### src/rtl/recip_lut_arbiter.sv
// recip_lut_arbiter
//   Three requesters share one reciprocal unit computing floor(256/x) for 8-bit divisors.
//   A round-robin arbiter grants one requester at a time into a single-entry result register.
//   A zero divisor returns DIV_ZERO_VAL, flags rsp_div0 and bumps a saturating counter.
//
// Ports
//   clk        : clock, rising edge
//   rst        : synchronous active-high reset
//   req_valid  : per-requester valid, bit k = requester k
//   req_data   : divisors, requester k at [8k+7:8k]
//   req_ready  : one-hot grant; valid & ready = acceptance
//   rsp_valid  : result register holds a result
//   rsp_ready  : downstream takes the result this cycle
//   rsp_data   : floor(256/x), or DIV_ZERO_VAL for x = 0
//   rsp_id     : requester index owning rsp_data (0..2)
//   rsp_div0   : result came from a zero divisor
//   div0_count : saturating count of accepted zero divisors
module recip_lut_arbiter #(
   parameter logic [8:0] DIV_ZERO_VAL = 9'd0
) (
   input  logic        clk,
   input  logic        rst,
   input  logic [2:0]  req_valid,
   input  logic [23:0] req_data,
   output logic [2:0]  req_ready,
   output logic        rsp_valid,
   input  logic        rsp_ready,
   output logic [8:0]  rsp_data,
   output logic [1:0]  rsp_id,
   output logic        rsp_div0,
   output logic [7:0]  div0_count
);

   typedef enum logic [0:0] {StEmpty, StFull} state_e;

   state_e      state_q, state_d;
   logic [1:0]  ptr_q, ptr_d;
   logic [8:0]  data_q, data_d;
   logic [1:0]  id_q, id_d;
   logic        div0_q, div0_d;
   logic [7:0]  cnt_q, cnt_d;

   logic [2:0]  gnt;
   logic [1:0]  gnt_id;
   logic        gnt_any;
   logic [1:0]  idx;
   logic        slot_free;
   logic        accept;
   logic [7:0]  sel_div;

   // Restoring division of the constant 256 by x; the remainder never exceeds 8 bits.
   function automatic logic [8:0] recip(input logic [7:0] x);
      logic [8:0] rem;
      logic [8:0] q;
      logic [8:0] n;
      n   = 9'd256;
      rem = 9'd0;
      q   = 9'd0;
      for (int i = 8; i >= 0; i--) begin
         rem = {rem[7:0], n[i]};
         if (rem >= {1'b0, x}) begin
            rem  = rem - {1'b0, x};
            q[i] = 1'b1;
         end
      end
      return q;
   endfunction

   // Round-robin search starting at ptr_q, wrapping modulo 3.
   always_comb begin
      gnt     = 3'b000;
      gnt_id  = 2'd0;
      gnt_any = 1'b0;
      idx     = ptr_q;
      for (int i = 0; i < 3; i++) begin
         if (!gnt_any && req_valid[idx]) begin
            gnt[idx] = 1'b1;
            gnt_id   = idx;
            gnt_any  = 1'b1;
         end
         idx = (idx == 2'd2) ? 2'd0 : idx + 2'd1;
      end
   end

   always_comb begin
      sel_div = 8'd0;
      case (gnt_id)
         2'd0:    sel_div = req_data[7:0];
         2'd1:    sel_div = req_data[15:8];
         2'd2:    sel_div = req_data[23:16];
         default: sel_div = 8'd0;
      endcase
   end

   // A full slot is free when it drains this cycle; reset blocks all grants.
   assign slot_free = !rst && ((state_q == StEmpty) || rsp_ready);
   assign req_ready = slot_free ? gnt : 3'b000;
   assign accept    = slot_free && gnt_any;

   always_comb begin
      state_d = state_q;
      ptr_d   = ptr_q;
      data_d  = data_q;
      id_d    = id_q;
      div0_d  = div0_q;
      cnt_d   = cnt_q;
      if (accept) begin
         state_d = StFull;
         ptr_d   = (gnt_id == 2'd2) ? 2'd0 : gnt_id + 2'd1;
         id_d    = gnt_id;
         div0_d  = (sel_div == 8'd0);
         data_d  = (sel_div == 8'd0) ? DIV_ZERO_VAL : recip(sel_div);
         if ((sel_div == 8'd0) && (cnt_q != 8'hff)) begin
            cnt_d = cnt_q + 8'd1;
         end
      end else if ((state_q == StFull) && rsp_ready) begin
         state_d = StEmpty;
      end
   end

   always_ff @(posedge clk) begin
      if (rst) begin
         state_q <= StEmpty;
         ptr_q   <= 2'd0;
         data_q  <= 9'd0;
         id_q    <= 2'd0;
         div0_q  <= 1'b0;
         cnt_q   <= 8'd0;
      end else begin
         state_q <= state_d;
         ptr_q   <= ptr_d;
         data_q  <= data_d;
         id_q    <= id_d;
         div0_q  <= div0_d;
         cnt_q   <= cnt_d;
      end
   end

   assign rsp_valid  = (state_q == StFull);
   assign rsp_data   = data_q;
   assign rsp_id     = id_q;
   assign rsp_div0   = div0_q;
   assign div0_count = cnt_q;

endmodule

### config.mk
export PLATFORM = sky130hd
export DESIGN_NAME = recip_lut_arbiter
export DESIGN_NICKNAME = d
export VERILOG_FILES = /design/src/rtl/recip_lut_arbiter.sv
export SDC_FILE = /design/constraint.sdc
export NUM_CORES = 1
export LEC_CHECK = 0
export CAP_MARGIN = 20
export CORE_MARGIN = 1
export CORE_UTILIZATION = 50
export DETAILED_ROUTE_END_ITERATION = 8
export GPL_ROUTABILITY_DRIVEN = 0
export GPL_TIMING_DRIVEN = 0
export PLACE_DENSITY = 0.77
export SETUP_SLACK_MARGIN = 0.05
export SLEW_MARGIN = 20
export SYNTH_ARGS = -nofsm -noshare
export SYNTH_HDL_FRONTEND = slang
export SYNTH_SLANG_ARGS = --single-unit
export TNS_END_PERCENT = 1
### constraint.sdc
create_clock -name clk -period 55.7 [get_ports clk]
set_input_delay 13.925 -clock clk [delete_from_list [all_inputs] [get_ports clk]]
set_output_delay 13.925 -clock clk [all_outputs]
set_load 0.02 [all_outputs]
# Yosys cells after proc, flatten, opt, wreduce, memory -nomap -nowiden
# Cells that the tools add are included.
# totals
ff_bits	23
latchBits	0
ram_bits	0
rom_bits	0
elab_cells	112
mem_count	0
# classes
n_addsub	12
n_mul	0
n_div	0
magnitude_cmp	15
eq_ne	5
shifts	0
mux	54
bitwise_logic	3
reduce_logical	17
# ops
cell	count
8-bit two-way mux	16
9-bit by 8-bit >= comparator with 1-bit output	8
8-bit subtractor	7
8-bit case mux with 3 select lines	1
1-bit two-way mux	20
2-bit two-way mux	6
3-bit two-way mux	4
1-bit logical AND	9
2-bit by 3-bit < comparator with 1-bit output, second input constant	3
9-bit two-way mux	1
8-bit by 1-bit adder with 8-bit output, second input constant	1
1-bit by 8-bit >= comparator with 1-bit output, first input constant	1
8-bit logical NOT	1
8-bit != test, second input constant	1
1-bit by 8-bit subtractor with 8-bit output, first input constant	1
2-bit by 1-bit adder with 2-bit output, second input constant	3
1-bit binary-select mux with 2-bit select	3
1-bit demux with 2-bit select	3
2-bit == test, second input constant	3
2-bit by 1-bit >= comparator with 1-bit output, second input constant	3
3-bit bitwise OR	2
1-bit logical NOT	3
2-bit by 1-bit == test with 1-bit output, second input constant	1
2-bit logical NOT	1
4 further kinds	4

# Longest topological paths before layout
# logic_depth
depth_word	38
ltp_mapped	99

# Worst setup path before layout
# Ideal clock, no wire load.
# synth_path
kind	input to register
start	in req_valid[0]
end	reg data_q[0], in the netlist rsp_data[0]
setup_time_ns	0.130
arrival_ns	32.069
setup_slack_ns	23.501
path_stages	92
path_buffers	6
path_cell_list	nand2b_2 and2_4 and2_4 buf_6 a222oi_1 ha_1 clkdlybuf4s50_2 o31ai_2 and3b_1 and2_1 ha_1 nand2_1 nor2_1 and3_2 a31oi_2 o211ai_2 mux2_2 ha_1 [... 56 more ...] a21o_1 nor2_1 o21ai_0 nor4b_4 nand2b_1 buf_6 mux2_4 ha_1 a21oi_1 nor2b_1 o21ai_0 nand2b_1 a21oi_1 nand2_1 a221oi_1 nand2_1 o31ai_1 a31oi_1
# synth_between
elab_chain_cells	38
word_cells_on_any_way	57
classes_between	add/sub: 8; order compare: 9; eq/ne: 2; mux: 31; reduce/logical: 7
# synth_lines
element	line_no	text
start: declaration	23	input logic [2:0] req_valid,
1-bit binary-select mux with 2-bit select	76	if (!gnt_any && req_valid[idx]) begin
1-bit two-way mux (not written as such)	76	
1-bit two-way mux	76	
1-bit logical NOT	76	
1-bit logical AND	76	
1-bit two-way mux	76	
1-bit logical NOT	76	
1-bit logical AND	76	
[... 22 more ...]	-	
8-bit two-way mux	61	if (rem >= {1'b0, x}) begin
8-bit two-way mux	107	if (accept) begin
8-bit subtractor / 9-bit by 8-bit >= comparator with 1-bit output (equally long branches)	62, 61	
8-bit two-way mux	61	
8-bit two-way mux	107	
9-bit by 8-bit >= comparator with 1-bit output	61	
1-bit two-way mux	61	
9-bit two-way mux	112	data_d = (sel_div == 8'd0) ? DIV_ZERO_VAL : recip(sel_div);
end signal: assignment	132	data_q <= data_d;
end: declaration	38	logic [8:0] data_q, data_d;
# Parallel ways exist; a longest one is shown, timed or not. The select of a mux whose other input is x is not followed.
# A chain may end at the register's enable or synchronous reset.

# Worst setup path after layout
# layout_path
start	in req_valid[1]
end	reg data_q[0], in the netlist rsp_data[0]
# The elaborated chain is that of the path after synthesis.

==> metrics <==
status finished, final reports clean; reg2reg path depth 95; cts hold-fix bufs 0; Cell Area, Synth 4850 sq um; Most common cell on crit path a21o_1; post-detailed-route count of antenna-violating nets 0; first-pass GRT wire length 23.4 mm; largest family of logic cells by synthesized area compound AO/OA/AOI/OAI gates; xor and xnor fraction of the mapped netlist area 0.0741; Vert. Die Dim between 100 and 150 microns; most frequent cells in the layout 60 x nor2_1, 58 x ha_1, 53 x a21oi_1, 53 x clkdlybuf4s50_1, 43 x nand2_1; vias in the first global route around 4900; post-CTS sizing 0; final hold vios 0; Slew Viols, Final 0; Sequential Area 460 sq um; synthesis-stage register bit count 23; initial core utilization 0.520; # port buffers 53; grt ovf 0; Initial DRC Count 339; Worst Hold Path EP rsp_div0; Critical R2R Launch ptr_q[0]; first-pass iteration count of the detailed router 6; DR DRC count 0; share of cells above drive strength 1 0.139; Synth async-reset ratio 0; Bufs on Longest Clock Path 2; TritonCTS Buffers 3; Slowest-stage cell, CP a222oi_1; Most used DFF post-synth dfxtp_1; Die Wd 100 microns; most common cell after layout, fill and taps aside nor2_1; die area 10100 sq um; Crit Path Category input port to flop; antenna cell count 0; Worst setup EP type flop; fill cell count 826; post-synthesis mux area share 0.0782; Boundary Pins between 50 and 60; HP Class flop to flop; CP top delay family compound AO/OA/AOI/OAI gates; largest net degree at the start of global routing 15; Simple-Gate Fraction of Synth Area 0.238; H-tree depth 1; Worst-path clk slew 0.09 ns; crit-path max FO 9; Worst setup SP type input port; Tightest Pin Transition 0.797 ns; vias per cell 6.42; Syn-to-layout area delta 16.7%; Clock Skews 0.0144 ns; hold path depth 2; adder and majority cell fraction of the synthesized area 0.150; post-layout net count 789; r2r endpoint rsp_data[0]; Synth area leader ha_1; average cell area after synthesis approximately 7.7 sq um; Core Box Area 9330 sq um; Final setup viols 0; slowest stage delay, CP 0.76 ns; total wire length 14.4 mm; Netlist cell types 88; footprint of the multi-input gates roughly 4200 sq um; post-synth net total 718; RSZ-0062 raised after global routing false; minimum clock period after layout 35.83 ns; Cell Rows 35; Final Cycle Share 0.643; HPWL Detailed 11.8 mm; compound-cell area share of the yosys netlist 0.326; later-pin clock latency in the skew report between 0.2 and 0.3 ns; average wire per standard cell 17.4 microns; initial antenna violation count 0; Syn. warnings 0; r2r setup slk ~34 ns; Max Cap Viol 0; Hold Crit Start rsp_div0; Synth area leaders ha_1 15%, dfxtp_1 9.5%, a21oi_1 5.5%; WP data arrival approximately 36 ns; Fin Setup TNS 0 ns; worst path required time ~56 ns; clock sink count 23; Vias between 5000 and 6000; Yosys top cell area share 0.150; CP Buf/Inv Count 7; TritonCTS clock tree done; number of enable flip-flop cells after synthesis 0; Peak Freq 0.0279 GHz; Post-CTS Setup Bufs 0; register area share after synthesis 0.0950; CTS Root Cell clkbuf_8; GRT Util Overall 0.287; Slew headroom 0.468; Post-Syn Instances 630
[final cells by class]
type                       count  share of cell area
multi-input combinational    567               0.741
timing repair buffer          66               0.106
sequential                    23              0.0814
tap                          129              0.0285
buffer                        19              0.0201
inverter                      21              0.0139
clock buffer                   3             0.00730
clock inverter                 1             0.00133
[Yosys cell counts, drive strengths merged, types with 15 or more instances]
| cell type | count |
|---|---|
| nor2 | 62 |
| ha | 58 |
| a21oi | 53 |
| nand2 | 44 |
| o21ai | 39 |
| a21o | 32 |
| xnor2 | 29 |
| dfxtp | 23 |
| mux2 | 23 |
| inv | 21 |
| nand3 | 21 |
| and2 | 15 |
| nor3 | 15 |
[worst register-to-register path: cells and delay by family, from the launching register on]
family / cells / cell delay, ns
AOI/OAI and AO/OA: 49 / 11.29
and+or+nand+nor: 26 / 4.63
adders and majority gates: 9 / 2.93
buffers and inverters: 7 / 1.45
muxes: 4 / 1.20
DFF: 1 / 0.36
[metrics by stage]
| step | cells | worst slack, ns | utilization | area, sq um | hold WS, ns |
|---|---|---|---|---|---|
| global placement | 812 | 19.48 | 0.594 | 5540 | 0.430 |
| floorplan | 630 | 23.50 | - | 4850 | 0.505 |
| finish | 829 | 19.87 | 0.607 | 5660 | 0.453 |
| global route | 829 | 18.51 | 0.607 | 5660 | 0.469 |
| CTS | 829 | 20.39 | 0.607 | 5660 | 0.456 |
| detailed placement | 825 | 20.20 | 0.601 | 5610 | 0.444 |
[sequential cells by signal (all words and copies together) (netlist names)]
signal	cells
ptr_q	2
rsp_data	9
rsp_div0	1
rsp_id	2
rsp_valid	1
div0_count	8
[how the worst max path moves through the flow]
stage,start,endpoint,slack (ns),cells past startpoint
CTS,req_valid[1],rsp_data[0],20.39,95
finish,req_valid[1],rsp_data[0],19.87,95
detailed placement,req_valid[1],rsp_data[0],20.20,95
floorplan,req_valid[0],rsp_data[0],23.50,92
global route,req_valid[1],rsp_data[0],18.51,97
global placement,req_valid[2],rsp_data[0],19.48,95
[cells by family after synthesis]
family / count (synthesis)
xor gates and xnor gates: 41
AOI/OAI and AO/OA: 219
DFF: 23
buffers and inverters: 40
muxes: 30
adders and majority gates: 58
and+or+nand+nor: 219
[per-layer routing]
layer / share of wire / vias up / global-route usage
met5: 0 / - / 0
met4: 0.033 / 0 / 0.108
met3: 0.081 / 47 / 0.0374
met2: 0.45 / 252 / 0.495
met1: 0.43 / 2476 / 0.363
li1: - / 2549 / -
Power is left out: the tool's default activity adds up to more than one toggle a clock period on the data nets, which glitch-free logic cannot reach.
